## src/rtl/pkt_read_engine.sv

```systemverilog
// Per-output-port packet reader: pulls one descriptor, fetches its words from the shared
// SRAM read port under an external grant, and streams them out through a 3-entry buffer.
module pkt_read_engine #(
  parameter int data_width    = 64,
  parameter int address_width = 17,
  parameter int len_width     = 8
) (
  input  logic                     clk,
  input  logic                     rst,
  input  logic                     desc_vld,
  input  logic [address_width-1:0] desc_addr,
  input  logic [len_width-1:0]     desc_len,
  output logic                     desc_rdy,
  output logic                     sram_req,
  output logic [address_width-1:0] sram_addr,
  input  logic                     sram_gnt,
  input  logic [data_width-1:0]    sram_dout,
  input  logic                     ready,
  output logic                     rd_vld,
  output logic                     rd_sop,
  output logic                     rd_eop,
  output logic [data_width-1:0]    rd_data,
  output logic                     busy
);

  typedef enum logic [1:0] {IDLE, FETCH, DRAIN} state_t;

  state_t                   state_q, state_d;
  logic [address_width-1:0] addr_q, addr_d;
  logic [len_width-1:0]     rem_q, rem_d;
  logic                     first_q, first_d;
  logic                     inflight_q, inflight_sop_q, inflight_eop_q;

  logic [data_width-1:0]    buf_data_q [3];
  logic [2:0]               buf_sop_q, buf_eop_q;
  logic [1:0]               wr_ptr_q, rd_ptr_q, count_q;

  logic accept, grant, push, pop;

  function automatic logic [1:0] ptr_inc(input logic [1:0] p);
    return (p == 2'd2) ? 2'd0 : p + 2'd1;
  endfunction

  assign desc_rdy  = (state_q == IDLE);
  assign accept    = desc_vld && desc_rdy;
  // Room check counts the word already in flight so the buffer can never overflow.
  assign sram_req  = (state_q == FETCH) && (({1'b0, count_q} + {2'b0, inflight_q}) < 3'd3);
  assign sram_addr = addr_q;
  assign grant     = sram_req && sram_gnt;
  assign push      = inflight_q;
  assign rd_vld    = (count_q != 2'd0);
  assign pop       = rd_vld && ready;
  assign rd_data   = buf_data_q[rd_ptr_q];
  assign rd_sop    = rd_vld && buf_sop_q[rd_ptr_q];
  assign rd_eop    = rd_vld && buf_eop_q[rd_ptr_q];
  assign busy      = (state_q != IDLE);

  always_comb begin
    state_d = state_q;
    addr_d  = addr_q;
    rem_d   = rem_q;
    first_d = first_q;
    case (state_q)
      IDLE: begin
        if (accept) begin
          addr_d  = desc_addr;
          rem_d   = desc_len;
          first_d = 1'b1;
          if (desc_len != '0) state_d = FETCH;
        end
      end
      FETCH: begin
        if (grant) begin
          addr_d  = addr_q + 1'b1;
          rem_d   = rem_q - 1'b1;
          first_d = 1'b0;
          if (rem_q == len_width'(1)) state_d = DRAIN;
        end
      end
      DRAIN: begin
        if (count_q == 2'd0 && !inflight_q) state_d = IDLE;
      end
      default: state_d = IDLE;
    endcase
  end

  always_ff @(posedge clk) begin
    if (rst) begin
      state_q        <= IDLE;
      addr_q         <= '0;
      rem_q          <= '0;
      first_q        <= 1'b0;
      inflight_q     <= 1'b0;
      inflight_sop_q <= 1'b0;
      inflight_eop_q <= 1'b0;
    end else begin
      state_q        <= state_d;
      addr_q         <= addr_d;
      rem_q          <= rem_d;
      first_q        <= first_d;
      inflight_q     <= grant;
      inflight_sop_q <= first_q;
      inflight_eop_q <= (rem_q == len_width'(1));
    end
  end

  generate
    for (genvar gi = 0; gi < 3; gi++) begin : g_entry
      always_ff @(posedge clk) begin
        if (rst) begin
          buf_data_q[gi] <= '0;
          buf_sop_q[gi]  <= 1'b0;
          buf_eop_q[gi]  <= 1'b0;
        end else if (push && wr_ptr_q == 2'(gi)) begin
          buf_data_q[gi] <= sram_dout;
          buf_sop_q[gi]  <= inflight_sop_q;
          buf_eop_q[gi]  <= inflight_eop_q;
        end
      end
    end
  endgenerate

  always_ff @(posedge clk) begin
    if (rst) begin
      wr_ptr_q <= '0;
      rd_ptr_q <= '0;
      count_q  <= '0;
    end else begin
      if (push) wr_ptr_q <= ptr_inc(wr_ptr_q);
      if (pop)  rd_ptr_q <= ptr_inc(rd_ptr_q);
      case ({push, pop})
        2'b10:   count_q <= count_q + 2'd1;
        2'b01:   count_q <= count_q - 2'd1;
        default: count_q <= count_q;
      endcase
    end
  end

  a_no_overflow: assert property (@(posedge clk) disable iff (rst)
    !(push && !pop && count_q == 2'd3));

endmodule

```

## config.mk

```make
export PLATFORM = sky130hd
export DESIGN_NAME = pkt_read_engine
export DESIGN_NICKNAME = d
export VERILOG_FILES = /design/src/rtl/pkt_read_engine.sv
export SDC_FILE = /design/constraint.sdc
export NUM_CORES = 1
export LEC_CHECK = 0
export CAP_MARGIN = 20
export CORE_ASPECT_RATIO = 0.6
export CORE_UTILIZATION = 54
export CTS_CLUSTER_DIAMETER = 200
export DETAILED_ROUTE_END_ITERATION = 12
export PLACE_DENSITY = 0.79
export SYNTH_ARGS = -nofsm -noshare
export SYNTH_HDL_FRONTEND = slang
export SYNTH_SLANG_ARGS = --single-unit
export TNS_END_PERCENT = 30
```

## constraint.sdc

```tcl
create_clock -name clk -period 4.12 [get_ports clk]
set_clock_uncertainty 0.15 [all_clocks]
set_input_delay 1.236 -clock clk [delete_from_list [all_inputs] [get_ports clk]]
set_output_delay 1.236 -clock clk [all_outputs]
set_load 0.01 [all_outputs]
```

After elaboration in Yosys (flattened, before gate mapping) --
Memories as Yosys holds them, arrays and structs flattened. A register that Yosys moved wholly into a read port is not among the register bits. Index checks and enable logic that the tools add are counted.
Storage, ports and cells: flip-flop bits (word level) 43, bits in latches 0, bits in writable memories 192, memory bits (read-only) 0, bits of input ports 94, output and inout bits 87, logic and storage cells 101, memories kept 1
Cells by class: $add $sub $neg 7, multiply operators 0, div/mod/pow operators 0, magnitude comparators 2, equality and inequality tests 13, shifts and indexed selects 0, mux-type cells 38, bitwise logic cells 3, reductions and logical operators 21
Memory list:
- buf_data_q | words 3, width 64, read ports 1, clocked after Yosys merged registers in 1, write ports 3, RTL line 34 | logic [data_width-1:0] buf_data_q [3];
Operator list (count):
- $mux 64 | 3
- $mux 17 | 2
- $pmux 17 s2 | 1
- $mux 2 | 9
- $add 17x1->17 const B | 1
- $mux 8 | 2
- $pmux 8 s2 | 1
- $mux 1 | 15
- $logic_and 1x1->1 | 10
- $eq 2x2->1 const B | 4
- $eq 8x1->1 const B | 1
- $reduce_bool 2->1 | 4
- $reduce_bool 8->1 | 1
- $sub 8x1->8 const B | 1
- $add 2x1->2 const B | 3
- $eq 2x1->1 const B | 3
- $logic_not 2->1 | 3
- $ne 2x1->1 const B | 3
- $pmux 2 s3 | 1
- $reduce_and 5->1 | 1
- $bmux 1 s2 | 2
- $ne 2x2->1 const B | 2
- $pmux 2 s2 | 1
- $add 2x1->3 | 1
- other kinds (7) | 9

Depth between registers and ports, before layout --
word-level depth 6, depth in mapped cells 8, mapped depth without buffers 6

Worst setup path before layout --
No wires, ideal clock.
path type input to register, start point in rst, end point mem buf_data_q[0][0], enable pin, setup time 0.418 ns, arrival time 2.846 ns, required time 3.552 ns, setup slack 0.706 ns, cell stages on the path 3, buffers on the path 1, cell sequence clkbuf_1 > nor2_1 > inv_1
RTL lines:
- start, declared | RTL line 9 | input logic rst,
- end, declared | RTL line 34

==> flow_summary.json <==
{
  "status": "finished clean",
  "totalPowerFinal_w": 0.00540,
  "cts_buffers": 22,
  "period_needed_ns": 3.82,
  "drc": 0,
  "tightest_slew_ns": 0.985,
  "critPathMaxFanout": 23,
  "grt_pass1_wl_um": 38500,
  "wl_um": 24700,
  "yosysSeqAreaShare_pct": 61.7,
  "rsz0062_at_grt": "no",
  "worstPathArrival_ns": 2.44,
  "rrSetupSlack_ns": 1.69,
  "htreeDepth": 1,
  "dp_hpwl_um": 15500,
  "ant_nets": 0,
  "area_growth_pct": 25.9,
  "finalSetupViolCount": 0,
  "hold_path_class": "reg -> reg",
  "p_per_area_nw_per_um2": 397,
  "drv_cap": 0,
  "final-hold-violation-count": 0,
  "cts_resized": 0,
  "first_global_vias": 7114,
  "start_util_pct": 55.9,
  "critPathLaunchType": "register",
  "die_h_um": 112,
  "clk_path_buf_depth": 3,
  "layout_setup_ws_ns": 0.296,
  "synth-async-reset-ratio_pct": 0,
  "cts_tree": "done",
  "root_buffer": "clkbuf_16",
  "dr.pass1.iters": 5,
  "antenna_found_initial": 2,
  "pre_cts_slack_ns": 0.707,
  "dieWidth_um": 185,
  "syn_inst": 926,
  "core_um2": 19300,
  "viasPerCell": 5.50,
  "vias": 7536,
  "rr_startpoint": "inflight_q",
  "routabilityCongestion": 0.930,
  "setup-tns-final_ns": 0,
  "maxSlewViolCount": 0,
  "syn_nets": 1026,
  "clk_pin_slew_ns": 0.06,
  "worstHoldStart": "rem_q[1]",
  "synth-seq-cells": 237,
  "synth_ff_type": "edfxtp_1",
  "whs_path_depth": 2,
  "holdWs_ns": 0.320,
  "numClockSinks": 237,
  "final_nets": 1187,
  "finalCritPeriodShare_pct": 92.8,
  "drive_gt1_share_pct": 6.08,
  "yosys_warnings": 0,
  "synth-edff-count": 192,
  "cts-hold-fix-buffers": 0,
  "syn_area_per_cell_um2": 11.7,
  "ys_types": 63,
  "fill_cells": 1372,
  "p_leak_nw": 4.79,
  "slew-limit-headroom_pct": 34.3,
  "min_delay_worst_endpoint": "rem_q[1]",
  "fmax_ghz": 0.261,
  "required_ns": 2.73,
  "fp.dieArea_um2": 20600,
  "ir_worst_vdd_mv": 0.269,
  "rows": 39,
  "track_usage_pct": 24.0,
  "clk_latency_ns": 0.50,
  "rr_endpoint": "rem_q[6]",
  "setup.worst_path.class": "reg -> out",
  "globalRouteOverflowTotal": 0,
  "syn-cell-area_um2": 10800,
  "wl_per_cell_um": 18.0,
  "endpoint_kind": "output pin",
  "io_buffers": 180,
  "grt_max_degree": 67,
  "io_pins": 181,
  "cts_setup_buffers": 0,
  "drtIter0Drc": 704,
  "rr_worst_depth": 6
}
## through the flow
stage / std cells / instance area (µm²) / util, %
floorplan: 926 / 10800 / -
detailed placement: 1329 / 12900 / 66.9
global route: 1368 / 13600 / 70.4
global placement: 1329 / 12900 / 66.9
CTS: 1368 / 13600 / 70.4
finish: 1369 / 13600 / 70.4
## kinds of logic (layout without fill, tap and decap cells)
family	after synthesis	after routing	synth area share (%)
AO/OA/AOI/OAI	159	159	8.68
multiplexers	68	68	6.31
other	0	1	0
flip-flops	237	237	61.7
AND/OR/NAND/NOR	380	380	19.8
adder cells (fa/ha/maj)	6	6	0.695
buffers and inverters	74	250	2.71
XOR/XNOR	2	2	0.162
## placed cells by master (no fill, tap or decap), types with 7 or more instances in the layout
master | synthesis | final
a21o_1 | 7 | 7
a21oi_1 | 29 | 29
and2_1 | 198 | 198
buf_4 | 0 | 13
clkbuf_16 | 0 | 23
clkdlybuf4s50_1 | 0 | 180
dfxtp_1 | 45 | 43
edfxtp_1 | 192 | 192
inv_1 | 13 | 10
mux2i_1 | 67 | 67
nand2_1 | 94 | 94
nand3_1 | 11 | 11
nor2_1 | 19 | 19
nor3_1 | 13 | 11
o21ai_0 | 83 | 83
## report_power, final
| group | internal [W] | switching, W |
|---|---|---|
| registers | 0.00269 | 0.0000793 |
| clock network | 0.00108 | 0.000833 |
| logic | 0.000370 | 0.000347 |
| total | 0.00414 | 0.00126 |
## flip-flops by register name (all words and copies together) (netlist names), named ones only
| name | count |
|---|---|
| buf_data_q | 192 |
| buf_eop_q | 3 |
| buf_sop_q | 3 |
| count_q | 2 |
| first_q | 1 |
| inflight_eop_q | 1 |
| inflight_q | 1 |
| inflight_sop_q | 1 |
| rd_ptr_q | 2 |
| rem_q | 8 |
| sram_addr | 17 |
| state_q | 2 |
| wr_ptr_q | 2 |
## per-layer routing
metal | up-vias | share of wire, % | global-route usage, % | wire, µm
met5 | - | 0.069 | 0 | 17
met4 | 2 | 1.1 | 4.02 | 265
met2 | 291 | 44 | 35.8 | 10700
met3 | 28 | 8.5 | 5.10 | 2090
met1 | 3595 | 47 | 36.7 | 11500
li1 | 3620 | - | - | -
## worst max path at each step
stage                         from          endpoint  cells past startpoint
after global routing      register       rd_data[15]                      4
after CTS                 register       rd_data[20]                      4
final                     register       rd_data[20]                      4
after floorplan                rst  buf_data_q[0][0]                      3
after detailed placement  desc_vld      sram_addr[0]                      5
after global placement    desc_vld      sram_addr[0]                      5
## final cells by class
cell class	instances	area, µm²	share of cell area [%]
clock inverters	6	32.5	0.239
inverters	13	48.8	0.359
diodes	1	2.50	0.0184
flip-flops and latches	237	6670	49.1
repair buffers	198	2000	14.7
well taps	266	333	2.45
clock buffers	33	641	4.71
multi-input cells	615	3870	28.5
## worst max-delay path, stage by stage (launching register included)
cell             delay, ns
dfxtp_4               0.61
buf_4                 0.34
mux2i_1               0.11
o21ai_0               0.27
clkdlybuf4s50_1       0.60
## cell usage after synthesis (2+ instances only)
cell type / instances / area share (%)
clkbuf_1: 50 / 1.7
nand2b_1: 4 / 0.23
nand4_1: 3 / 0.17
and2_1: 198 / 11
nor3_1: 13 / 0.60
o21ai_0: 83 / 3.8
o22a_1: 2 / 0.16
nand4b_1: 2 / 0.16
nor4_1: 6 / 0.35
a311oi_1: 2 / 0.16
nor2_1: 19 / 0.66
a2bb2oi_1: 4 / 0.32
a21oi_1: 29 / 1.3
mux2i_1: 67 / 6.2
a21o_1: 7 / 0.49
a211oi_1: 3 / 0.21
nand2_1: 94 / 3.3
buf_2: 6 / 0.28
or3_1: 2 / 0.12
nor2b_1: 3 / 0.17
o211ai_1: 4 / 0.28
edfxtp_1: 192 / 53
a31oi_1: 6 / 0.35
or4_1: 3 / 0.21
o21a_1: 2 / 0.14
buf_1: 4 / 0.14
inv_1: 13 / 0.45
nand3_1: 11 / 0.51
a22o_1: 6 / 0.49
ha_1: 6 / 0.69
nor3b_1: 2 / 0.14
and3_1: 3 / 0.17
dfxtp_1: 45 / 8.3
nand4bb_1: 2 / 0.21
nor4b_1: 2 / 0.16
(Power assumes the default switching activity.)
==> variant, RTL diff (same flow settings) <==
The 3 states of `state_t` get a one-hot encoding in 3 bits.
--- a/src/rtl/pkt_read_engine.sv
+++ b/src/rtl/pkt_read_engine.sv
@@ -25,3 +25,3 @@
 
-  typedef enum logic [1:0] {IDLE, FETCH, DRAIN} state_t;
+  typedef enum logic [2:0] {IDLE = 3'b001, FETCH = 3'b010, DRAIN = 3'b100} state_t;
 
Formal check against the unedited RTL: no difference found for any inputs over 4 cycles, from zero or initial values and one cycle with rst high; so few cycles prove little.
==> variant against the unedited design <==
  * Design area grew 0.65%
  * Worst setup slack lost 0.11 ns
  * First-iteration DRC count grew 1.1%
  * Die area grew 0.97%
  * Fmax is 2.8% lower
  * Sequential cell count increased by 1
  * Cell count rose by 1.6%
  * Register-to-register slack worse by 0.04 ns
  * Synthesized area rose by 0.98%
  * Routed wire length up 3.0%
  * Power shrank 1.1%
  * Global-route usage up 0.28 points
  * Highest routed layer unchanged
==> variant: results (changes against the unedited design) <==
[status]
status = complete, no violations  ; unchanged

[finish]
seq_area_um2 = 6690  ; was 6670 um2
layout.nets = 1209  ; was 1187
instances_no_fill = 1391  ; was 1369
drive_gt1_share_pct = 5.78  ; was 6.08%
n_antenna_cell = 0  ; was 1
fill_cells = 1436  ; was 1372

[logic_synthesis]
synth-compound-area-share_pct = 8.98  ; was 8.68%
synth_xor_xnor_area_share_pct = 0.161  ; was 0.162%
ys_top_cells_by_area = edfxtp_1, and2_1, dfxtp_1  ; unchanged
synthMuxAreaShare_pct = 6.25  ; was 6.31%
ys_top_cells_by_count = and2_1, edfxtp_1, nand2_1  ; unchanged
synth.distinct_cells = 60  ; was 63
syn-num-nets = 1046  ; was 1026

[place]
dp_cells = 1351  ; was 1329
dpl.hpwl_mm = 16.5  ; was 15.5 mm
gp_congestion = 0.912  ; was 0.930
placed_area_um2 = 13000  ; was 12900 um2

[route]
drt-total-wl_mm = 25.4  ; was 24.7 mm
route.met3.wl_mm = 2.03  ; was 2.09 mm
wl_met2_mm = 10.5  ; was 10.7 mm
drt-met1-wl_mm = 12.5  ; was 11.5 mm
viasPerCell = 5.55  ; was 5.50
drtIter0Drc = 712  ; was 704

[global_routing]
grt_pass1_vias = 7270  ; was 7114
grtUsageTotal_pct = 24.3  ; was 24.0%
use_met3_pct = 3.83  ; was 5.10%
grtUsageMet2_pct = 34.2  ; was 35.8%
grtUsageMet1_pct = 39.4  ; was 36.7%

[worst_setup_path]
r2r_end = sram_addr[13]  ; was rem_q[6]
max_stage_delay_ns = 0.71  ; was 0.61 ns
crit_end = rd_data[1]  ; was rd_data[20]
cp_max_fo = 29  ; was 23

[power]
p_leak_nw = 4.75  ; was 4.79 nW
p_clk_share_pct = 36.2  ; was 35.4%
peakVddDrop_v = 0.000300  ; was 0.000269 V
internal_power_mw = 4.10  ; was 4.14 mW
p_comb_uw = 621  ; was 717 uW

[timing]
fin_crit_ns = 3.93  ; was 3.82 ns
holdWs_ns = 0.319  ; was 0.320 ns

[floorplanning]
die_area_um2 = 20800  ; was 20600 um2

[worst_hold_path]
worstHoldEndpoint = inflight_sop_q  ; was rem_q[1]
hold_start = first_q  ; was rem_q[1]

-- variant: cell types whose count changed after synthesis, moves of 4 or more --
cell and change:
nor2_1 +5, a21oi_1 -4, nor3_1 -4, o21ai_0 +5
clkbuf_1 -5, a21o_1 -4, nor4_1 +4, a2bb2oi_1 -4
nand4_1 +9, buf_2 +9, inv_1 +5
-- variant: cell families (layout without fill, tap and decap cells) --
logic type               Yosys count  after routing
flip-flops                       238            238
XOR/XNOR                           2              2
adder cells (fa/ha/maj)            6              6
AND/OR/NAND/NOR                  388            388
AO/OA/AOI/OAI                    163            163
multiplexers                      68             68
buffers and inverters             81            260
-- variant: area by class of cell --
| class | instances | share of cell area [%] |
|---|---|---|
| Multi-Input combinational cell | 627 | 28.6 |
| Tap cell | 266 | 2.43 |
| Sequential cell | 238 | 48.9 |
| Clock inverter | 10 | 0.548 |
| Inverter | 18 | 0.493 |
| Clock buffer | 30 | 4.40 |
| Timing Repair Buffer | 202 | 14.6 |
